File: config.mk
export PLATFORM = sky130hd
export DESIGN_NAME = ex_mdu
export DESIGN_NICKNAME = d
export VERILOG_FILES = /design/src/rtl/ex_mdu_pkg.sv /design/src/rtl/mdu_div_iter.sv /design/src/rtl/ex_mdu.sv
export SDC_FILE = /design/constraint.sdc
export NUM_CORES = 2
export LEC_CHECK = 0
export CAP_MARGIN = 20
export CORE_MARGIN = 5
export CORE_UTILIZATION = 50
export CTS_CLUSTER_SIZE = 8
export DETAILED_ROUTE_END_ITERATION = 6
export DONT_BUFFER_PORTS = 1
export PLACE_DENSITY = 0.68
export SYNTH_ARGS = -nofsm -noshare
export SYNTH_HDL_FRONTEND = slang
export SYNTH_HIERARCHICAL = 1
export SYNTH_SLANG_ARGS = --single-unit
File: constraint.sdc
create_clock -name clk -period 10.9 [get_ports clk]
set_input_delay 2.18 -clock clk [delete_from_list [all_inputs] [get_ports clk]]
set_output_delay 2.18 -clock clk [all_outputs]
set_load 0.05 [all_outputs]
File: src/rtl/ex_mdu_pkg.sv
// Shared definitions for the EX-stage multiply/divide unit.
//   - mdu_op_e      : op_i encoding driven by EX
//   - mdu_state_e   : ex_mdu control state
//   - Funct*        : MIPS funct codes EX decodes into mdu_op_e
//   - helpers       : op classification used by ex_mdu
package ex_mdu_pkg;

  typedef enum logic [2:0] {
    OpMult  = 3'd0,
    OpMultu = 3'd1,
    OpDiv   = 3'd2,
    OpDivu  = 3'd3,
    OpMadd  = 3'd4,
    OpMaddu = 3'd5,
    OpMsub  = 3'd6,
    OpMsubu = 3'd7
  } mdu_op_e;

  typedef enum logic [1:0] {
    StIdle = 2'd0,
    StMul  = 2'd1,
    StDiv  = 2'd2,
    StFin  = 2'd3
  } mdu_state_e;

  // SPECIAL funct codes
  localparam logic [5:0] FunctMult  = 6'h18;
  localparam logic [5:0] FunctMultu = 6'h19;
  localparam logic [5:0] FunctDiv   = 6'h1a;
  localparam logic [5:0] FunctDivu  = 6'h1b;
  // SPECIAL2 funct codes
  localparam logic [5:0] FunctMadd  = 6'h00;
  localparam logic [5:0] FunctMaddu = 6'h01;
  localparam logic [5:0] FunctMsub  = 6'h04;
  localparam logic [5:0] FunctMsubu = 6'h05;

  // Maps an instruction funct field to an MDU op; valid_o low if not an MDU op.
  function automatic mdu_op_e decode_mdu_op(input logic special2, input logic [5:0] funct,
                                            output logic valid_o);
    mdu_op_e op;
    op      = OpMult;
    valid_o = 1'b1;
    if (!special2) begin
      case (funct)
        FunctMult:  op = OpMult;
        FunctMultu: op = OpMultu;
        FunctDiv:   op = OpDiv;
        FunctDivu:  op = OpDivu;
        default:    valid_o = 1'b0;
      endcase
    end else begin
      case (funct)
        FunctMadd:  op = OpMadd;
        FunctMaddu: op = OpMaddu;
        FunctMsub:  op = OpMsub;
        FunctMsubu: op = OpMsubu;
        default:    valid_o = 1'b0;
      endcase
    end
    return op;
  endfunction

  function automatic logic op_is_div(input mdu_op_e op);
    return (op == OpDiv) || (op == OpDivu);
  endfunction

  function automatic logic op_is_signed(input mdu_op_e op);
    return (op == OpMult) || (op == OpDiv) || (op == OpMadd) || (op == OpMsub);
  endfunction

  function automatic logic op_is_accum(input mdu_op_e op);
    return op[2];
  endfunction

  function automatic logic op_is_sub(input mdu_op_e op);
    return (op == OpMsub) || (op == OpMsubu);
  endfunction

endpackage

File: src/rtl/mdu_div_iter.sv
// Radix-2 restoring divider on unsigned W-bit magnitudes.
// One quotient bit per cycle; done_o pulses in the cycle after the last iteration,
// with quot_o/rem_o valid while done_o is high (and held until the next start).
// Ports:
//   clk, rst             clock, synchronous active-high reset
//   abort_i              drop the division in flight (no done_o)
//   start_i              load dividend_i/divisor_i and begin (divisor must be nonzero)
//   busy_o               iterations in progress
//   done_o               single-cycle completion pulse
//   quot_o, rem_o        magnitude quotient and remainder
module mdu_div_iter #(
  parameter int unsigned W = 32
) (
  input  logic         clk,
  input  logic         rst,
  input  logic         abort_i,
  input  logic         start_i,
  input  logic [W-1:0] dividend_i,
  input  logic [W-1:0] divisor_i,
  output logic         busy_o,
  output logic         done_o,
  output logic [W-1:0] quot_o,
  output logic [W-1:0] rem_o
);

  localparam int unsigned CntW = $clog2(W + 1);

  logic [CntW-1:0] cnt_q, cnt_d;
  logic            busy_q, busy_d;
  logic            done_q, done_d;
  logic [W-1:0]    rem_q, rem_d;
  logic [W-1:0]    quo_q, quo_d;
  logic [W-1:0]    dvs_q, dvs_d;

  // Partial remainder shifted left with the next dividend bit; since rem_q < dvs_q
  // the trial difference fits in W+1 bits and its MSB is the borrow.
  logic [W:0] rem_sh;
  logic [W:0] diff;
  assign rem_sh = {rem_q, quo_q[W-1]};
  assign diff   = rem_sh - {1'b0, dvs_q};

  always_comb begin
    cnt_d  = cnt_q;
    busy_d = busy_q;
    done_d = 1'b0;
    rem_d  = rem_q;
    quo_d  = quo_q;
    dvs_d  = dvs_q;
    if (abort_i) begin
      busy_d = 1'b0;
    end else if (start_i) begin
      busy_d = 1'b1;
      cnt_d  = CntW'(W);
      rem_d  = '0;
      quo_d  = dividend_i;
      dvs_d  = divisor_i;
    end else if (busy_q) begin
      if (!diff[W]) begin
        rem_d = diff[W-1:0];
        quo_d = {quo_q[W-2:0], 1'b1};
      end else begin
        rem_d = rem_sh[W-1:0];
        quo_d = {quo_q[W-2:0], 1'b0};
      end
      cnt_d = cnt_q - 1'b1;
      if (cnt_q == CntW'(1)) begin
        busy_d = 1'b0;
        done_d = 1'b1;
      end
    end
  end

  always_ff @(posedge clk) begin
    if (rst) begin
      cnt_q  <= '0;
      busy_q <= 1'b0;
      done_q <= 1'b0;
      rem_q  <= '0;
      quo_q  <= '0;
      dvs_q  <= '0;
    end else begin
      cnt_q  <= cnt_d;
      busy_q <= busy_d;
      done_q <= done_d;
      rem_q  <= rem_d;
      quo_q  <= quo_d;
      dvs_q  <= dvs_d;
    end
  end

  assign busy_o = busy_q;
  assign done_o = done_q;
  assign quot_o = quo_q;
  assign rem_o  = rem_q;

endmodule

File: src/rtl/ex_mdu.sv
// EX-stage multiply/divide unit writing HI/LO.
// Multiplies go through a MUL_LAT-deep register pipeline (the final stage is the
// HI/LO output register); divides use mdu_div_iter on magnitudes plus a sign-fix cycle.
// Build option: define EX_MDU_ACCUM_EN to implement MADD(U)/MSUB(U); otherwise those
// op codes complete after MUL_LAT cycles without a HI/LO write.
// Ports:
//   clk, rst                 clock, synchronous active-high reset
//   start_i, op_i            launch op_i (accepted only when idle)
//   opa_i, opb_i             rs/rt operands (dividend/divisor)
//   hi_i, lo_i               forwarded HI/LO for accumulate ops
//   flush_i                  abort the op in flight; suppresses the write in FIN
//   stall_o                  hold EX while the op runs
//   done_o                   single-cycle completion pulse
//   whilo_o, hi_o, lo_o      HI/LO write request and data (data held between results)
module ex_mdu
  import ex_mdu_pkg::*;
#(
  parameter int unsigned W       = 32,
  parameter int unsigned MUL_LAT = 2
) (
  input  logic         clk,
  input  logic         rst,
  input  logic         start_i,
  input  logic [2:0]   op_i,
  input  logic [W-1:0] opa_i,
  input  logic [W-1:0] opb_i,
  input  logic [W-1:0] hi_i,
  input  logic [W-1:0] lo_i,
  input  logic         flush_i,
  output logic         stall_o,
  output logic         done_o,
  output logic         whilo_o,
  output logic [W-1:0] hi_o,
  output logic [W-1:0] lo_o
);

  mdu_state_e   state_q, state_d;
  logic [1:0]   mul_cnt_q, mul_cnt_d;
  logic         wr_q, wr_d;
  logic         neg_quo_q, neg_quo_d;
  logic         neg_rem_q, neg_rem_d;
  logic [W-1:0] hi_q, hi_d;
  logic [W-1:0] lo_q, lo_d;

  mdu_op_e op;
  logic    sgn;
  logic    accept;
  logic    acc_en;
  assign op     = mdu_op_e'(op_i);
  assign sgn    = op_is_signed(op);
  assign accept = (state_q == StIdle) && start_i && !flush_i;

  // Product (and accumulate) is formed from the live inputs; it is captured
  // into the pipeline only on the accept edge.
  logic [2*W-1:0] a_ext, b_ext, product, prod_in, mul_res;
  assign a_ext   = sgn ? {{W{opa_i[W-1]}}, opa_i} : {{W{1'b0}}, opa_i};
  assign b_ext   = sgn ? {{W{opb_i[W-1]}}, opb_i} : {{W{1'b0}}, opb_i};
  assign product = a_ext * b_ext;

`ifdef EX_MDU_ACCUM_EN
  assign acc_en = 1'b1;
  always_comb begin
    prod_in = product;
    if (op_is_accum(op)) begin
      prod_in = op_is_sub(op) ? ({hi_i, lo_i} - product) : ({hi_i, lo_i} + product);
    end
  end
`else
  assign acc_en  = 1'b0;
  assign prod_in = product;
  logic unused_acc;
  assign unused_acc = ^{hi_i, lo_i};
`endif

  if (MUL_LAT == 1) begin : g_lat1
    assign mul_res = prod_in;
  end else begin : g_pipe
    logic [2*W-1:0] pipe_q [MUL_LAT-1];
    always_ff @(posedge clk) begin
      if (rst) begin
        for (int unsigned k = 0; k < MUL_LAT - 1; k++) pipe_q[k] <= '0;
      end else begin
        if (accept) pipe_q[0] <= prod_in;
        for (int unsigned k = 1; k < MUL_LAT - 1; k++) pipe_q[k] <= pipe_q[k-1];
      end
    end
    assign mul_res = pipe_q[MUL_LAT-2];
  end

  // Divider works on magnitudes; -2^(W-1) maps to 2^(W-1) as an unsigned value.
  logic [W-1:0] mag_a, mag_b, div_quo, div_rem;
  logic         div_start, div_done, unused_div_busy;
  assign mag_a = (sgn && opa_i[W-1]) ? (~opa_i + 1'b1) : opa_i;
  assign mag_b = (sgn && opb_i[W-1]) ? (~opb_i + 1'b1) : opb_i;

  mdu_div_iter #(
    .W(W)
  ) u_div (
    .clk        (clk),
    .rst        (rst),
    .abort_i    (flush_i),
    .start_i    (div_start),
    .dividend_i (mag_a),
    .divisor_i  (mag_b),
    .busy_o     (unused_div_busy),
    .done_o     (div_done),
    .quot_o     (div_quo),
    .rem_o      (div_rem)
  );

  always_comb begin
    state_d   = state_q;
    mul_cnt_d = mul_cnt_q;
    wr_d      = wr_q;
    neg_quo_d = neg_quo_q;
    neg_rem_d = neg_rem_q;
    hi_d      = hi_q;
    lo_d      = lo_q;
    div_start = 1'b0;
    unique case (state_q)
      StIdle: begin
        if (start_i) begin
          wr_d      = op_is_accum(op) ? acc_en : 1'b1;
          neg_quo_d = sgn && (opa_i[W-1] ^ opb_i[W-1]);
          neg_rem_d = sgn && opa_i[W-1];
          if (op_is_div(op)) begin
            if (opb_i == '0) begin
              state_d = StFin;
              wr_d    = 1'b0;
            end else begin
              div_start = 1'b1;
              state_d   = StDiv;
            end
          end else if (MUL_LAT == 1) begin
            state_d = StFin;
            if (wr_d) {hi_d, lo_d} = mul_res;
          end else begin
            state_d   = StMul;
            mul_cnt_d = 2'(MUL_LAT - 2);
          end
        end
      end
      StMul: begin
        if (mul_cnt_q == 2'd0) begin
          state_d = StFin;
          if (wr_q) {hi_d, lo_d} = mul_res;
        end else begin
          mul_cnt_d = mul_cnt_q - 2'd1;
        end
      end
      StDiv: begin
        // Sign-fix cycle: remainder follows the dividend, quotient the sign product.
        if (div_done) begin
          state_d = StFin;
          hi_d    = neg_rem_q ? (~div_rem + 1'b1) : div_rem;
          lo_d    = neg_quo_q ? (~div_quo + 1'b1) : div_quo;
        end
      end
      StFin: begin
        state_d = StIdle;
      end
      default: state_d = StIdle;
    endcase
    if (flush_i) begin
      state_d   = StIdle;
      hi_d      = hi_q;
      lo_d      = lo_q;
      div_start = 1'b0;
    end
  end

  always_ff @(posedge clk) begin
    if (rst) begin
      state_q   <= StIdle;
      mul_cnt_q <= 2'd0;
      wr_q      <= 1'b0;
      neg_quo_q <= 1'b0;
      neg_rem_q <= 1'b0;
      hi_q      <= '0;
      lo_q      <= '0;
    end else begin
      state_q   <= state_d;
      mul_cnt_q <= mul_cnt_d;
      wr_q      <= wr_d;
      neg_quo_q <= neg_quo_d;
      neg_rem_q <= neg_rem_d;
      hi_q      <= hi_d;
      lo_q      <= lo_d;
    end
  end

  assign stall_o = ((state_q == StIdle) && start_i) || (state_q == StMul) ||
                   (state_q == StDiv);
  assign done_o  = (state_q == StFin);
  assign whilo_o = (state_q == StFin) && wr_q && !flush_i;
  assign hi_o    = hi_q;
  assign lo_o    = lo_q;

endmodule

==> reports/results.tsv <==
stage	metric	value	unit
place	dp_hpwl	139000	um
place	place_ws	-0.0185	ns
sta	fin_crit_sh	95.4	%
synthesis	synth-warning-count	6	
synthesis	synth.area.top_cells	fa_1 (46%), inv_1 (9.7%), ha_1 (7.2%), dfxtp_1 (5.7%), nand2_1 (5.6%)	
synthesis	ys_seq_area_share	8.78	%
setup_path	cp_top_family	adder cells	
clocking	clkLatencyLatePin	0.53	ns
routing	drtIter0Drc	3336	
sta	final_hold_viol_count	0	
setup_path	critPathBufInv	5	
cells_and_area	fillCellCount	11300	
clocking	cts_hold_buf	0	
setup_path	path_class	in2reg	
routing	vias	45500	
routing	avgRoutedWirePerCell	21.3	um
routing	vias_per_cell	5.47	
synthesis	synth_area_per_cell	8.99	um^2
sta	skew	0.0154	ns
global_route	grt_util_met1	37.5	%
sta	post-route-min-period	10.40	ns
synthesis	async_flop_share	0	%
run_status	outcome	complete, no violations	
routing	drt_first_pass_iters	5	
global_route	grt_most_used_layer	met2	
sta	max_freq	96.2	MHz
clocking	h-tree-depth	2	
die	die_w	362	um
place	gp_congestion	0.958	
global_route	grt_pass1_vias	49200	
setup_path	arrival	10.64	ns
sta	tightest_slew	1.12	ns
sta	fin_ws	0.504	ns
cells_and_area	area_growth	4.24	%
global_route	antenna_found_initial	2	
sta	relSlewSlack	24.8	%
clocking	clock-sinks	239	
synthesis	synth_largest_area_cell	fa_1	
synthesis	synth-edff-count	64	
setup_path	cp_slowest_cell	fa_1	
synthesis	synthCells	6878	
global_route	grt_use_met2	45.7	%
setup_path	cpPeakStageDelay	0.62	ns
sta	setup_viol	0	
clocking	clk_pin_slew	0.05	ns
clocking	cts_buffers	35	
synthesis	syn_area	0.0618	mm^2
routing	drt-total-wl	177000	um
cells_and_area	layout.nets	8572	
clocking	cts_setup_buffers	0	
global_route	grt_pass1_wl	283000	um
die	die_height	362	um
synthesis	netlist.area_leader.share	46.0	%
setup_path	cp.required	11.14	ns
global_route	use_met3	4.09	%
setup_path	cp-start-kind	primary input	
synthesis	synth_ff_type	dfxtp_1	
setup_path	r2r_slack	7.38	ns
clocking	clockBufferDepth	3	
routing	ant_nets	0	
die	io_pins	202	
die	rows	129	
sta	grt_setup_unrepaired	false	
flow_run	drv_cap	0	
global_route	grt_max_degree	149	
setup_path	critPathCaptureType	flip-flop	
routing	drc_errors	0	
die	core	0.123	mm^2
synthesis	synthDistinctLibCells	93	
clocking	cts-root-buf	clkbuf_16	
die	dieArea	0.131	mm^2
synthesis	synth_nets	8789	
cells_and_area	drive_above_1_share	3.58	%
setup_path	path_common_cell	fa_1	
sta	slew_violations	0	
clocking	post_cts_resized	0	
clocking	cts_tree	built	
global_route	grt_use_total	27.6	%
synthesis	synth_seq_cells	239	
global_route	globalRouteOverflowTotal	0	
place	port_buffers	0	
setup_path	cp_max_fo	35	
worst_hold_path	hold_path_class	reg2reg	
die	start_util	50.1	%
-- worst min-delay path, stage by stage (launching register included) --
cell and delay, ns:
dfxtp_1 0.30, nand2_1 0.05, a21oi_1 0.05
-- cells by family after synthesis --
group                    count (synthesis)  synth area share, %
flip-flops                             239                 8.78
AND/OR/NAND/NOR                       1905                 14.2
XOR/XNOR                               254                 3.60
adder cells (fa/ha/maj)               1778                 53.2
multiplexers                            40                0.650
buffers and inverters                 1984                 12.1
AO/OA/AOI/OAI                          678                 7.36
-- synthesized netlist by cell type (all sizes together), types with 6 or more instances --
master	instances
mux2i	39
a21oi	225
nand3	38
o31a	6
nand2	926
or2	10
fa	1421
edfxtp	64
xnor2	133
a311oi	7
o21ai	87
nand2b	21
o21bai	10
inv	1597
a2111oi	6
nand4	27
a31o	8
a21o	49
a221o	11
or3	13
a31oi	12
a211oi	112
nor3	54
clkbuf	320
o21a	14
and2	387
o31ai	36
nor2b	17
o211ai	36
ha	355
o41ai	15
dfxtp	175
or4	15
nor2	345
buf	67
and3	19
nor3b	6
xor2	121
nor4	14
-- area by class of cell --
class                      instances  area, um^2  share of cell area (%)
multi-input combinational       4655       49000                    76.0
inverter                        1597        5990                    9.30
sequential                       239        5430                    8.42
tap                             1637        2050                    3.18
timing repair buffer             133        1030                    1.60
clock buffer                      50         932                    1.45
clock inverter                     2        28.8                  0.0447
antenna                            1        2.50                 0.00388
-- cell usage in the layout, fill, tap and decap left out, types with 37 or more instances in the layout --
cell type	synthesis	layout
fa_1	1421	1419
a21oi_1	224	224
dfxtp_1	175	175
nor3_1	51	50
a211oi_1	111	111
edfxtp_1	64	64
nand3_1	37	37
nand2_1	925	925
a21o_1	49	49
buf_4	4	130
ha_1	355	354
xnor2_1	133	133
xor2_1	121	121
mux2i_1	39	39
inv_1	1597	1597
o21ai_0	60	60
nor2_1	342	338
and2_1	385	385
-- flip-flops by register name (all words and copies together), names as in the netlist --
register / flops
state_q: 2
neg_rem_q: 1
u_div/dvs_q: 32
neg_quo_q: 1
u_div/cnt_q: 6
u_div/busy_o: 1
wr_q: 1
g_pipe.pipe_q: 64
u_div/rem_o: 32
hi_o: 32
mul_cnt_q: 2
lo_o: 32
u_div/quot_o: 32
u_div/done_o: 1
-- routing by layer --
metal	vias up	share of wire (%)
li1	20100	-
met4	0	4.0
met3	314	7.4
met2	1723	47
met5	-	0
met1	23300	42
-- through the flow --
step | cells | area [um^2] | util [%] | hold slack [ns] | setup TNS [ns]
6_report | 8314 | 64400 | 52.3 | 0.453 | 0
2_1_floorplan | 6878 | 61800 | - | 0.436 | 0
3_3_place_gp | 8260 | 63500 | 51.5 | 0.441 | 0
4_1_cts | 8312 | 64400 | 52.2 | 0.452 | 0
5_1_grt | 8313 | 64400 | 52.3 | 0.466 | 0
3_5_place_dp | 8260 | 63500 | 51.5 | 0.444 | -0.0185
-- path summary, 6_finish.rpt --
check                           startpoint                                 end  cells after the start
min           u_div/dvs_q[14]$_SDFFE_PP0P_        u_div/dvs_q[14]$_SDFFE_PP0P_                      2
max                              opa_i[31]  g_pipe.pipe_q[0][62]$_SDFFCE_PN0P_                     28
max reg2reg  u_div/quot_o[31]$_SDFFE_PP0P_        u_div/rem_o[24]$_SDFFE_PP0P_                     13
min reg2reg   u_div/dvs_q[14]$_SDFFE_PP0P_        u_div/dvs_q[14]$_SDFFE_PP0P_                      2
Power is left out: the tool's default activity adds up to more than one toggle a clock period on the data nets, which glitch-free logic cannot reach.
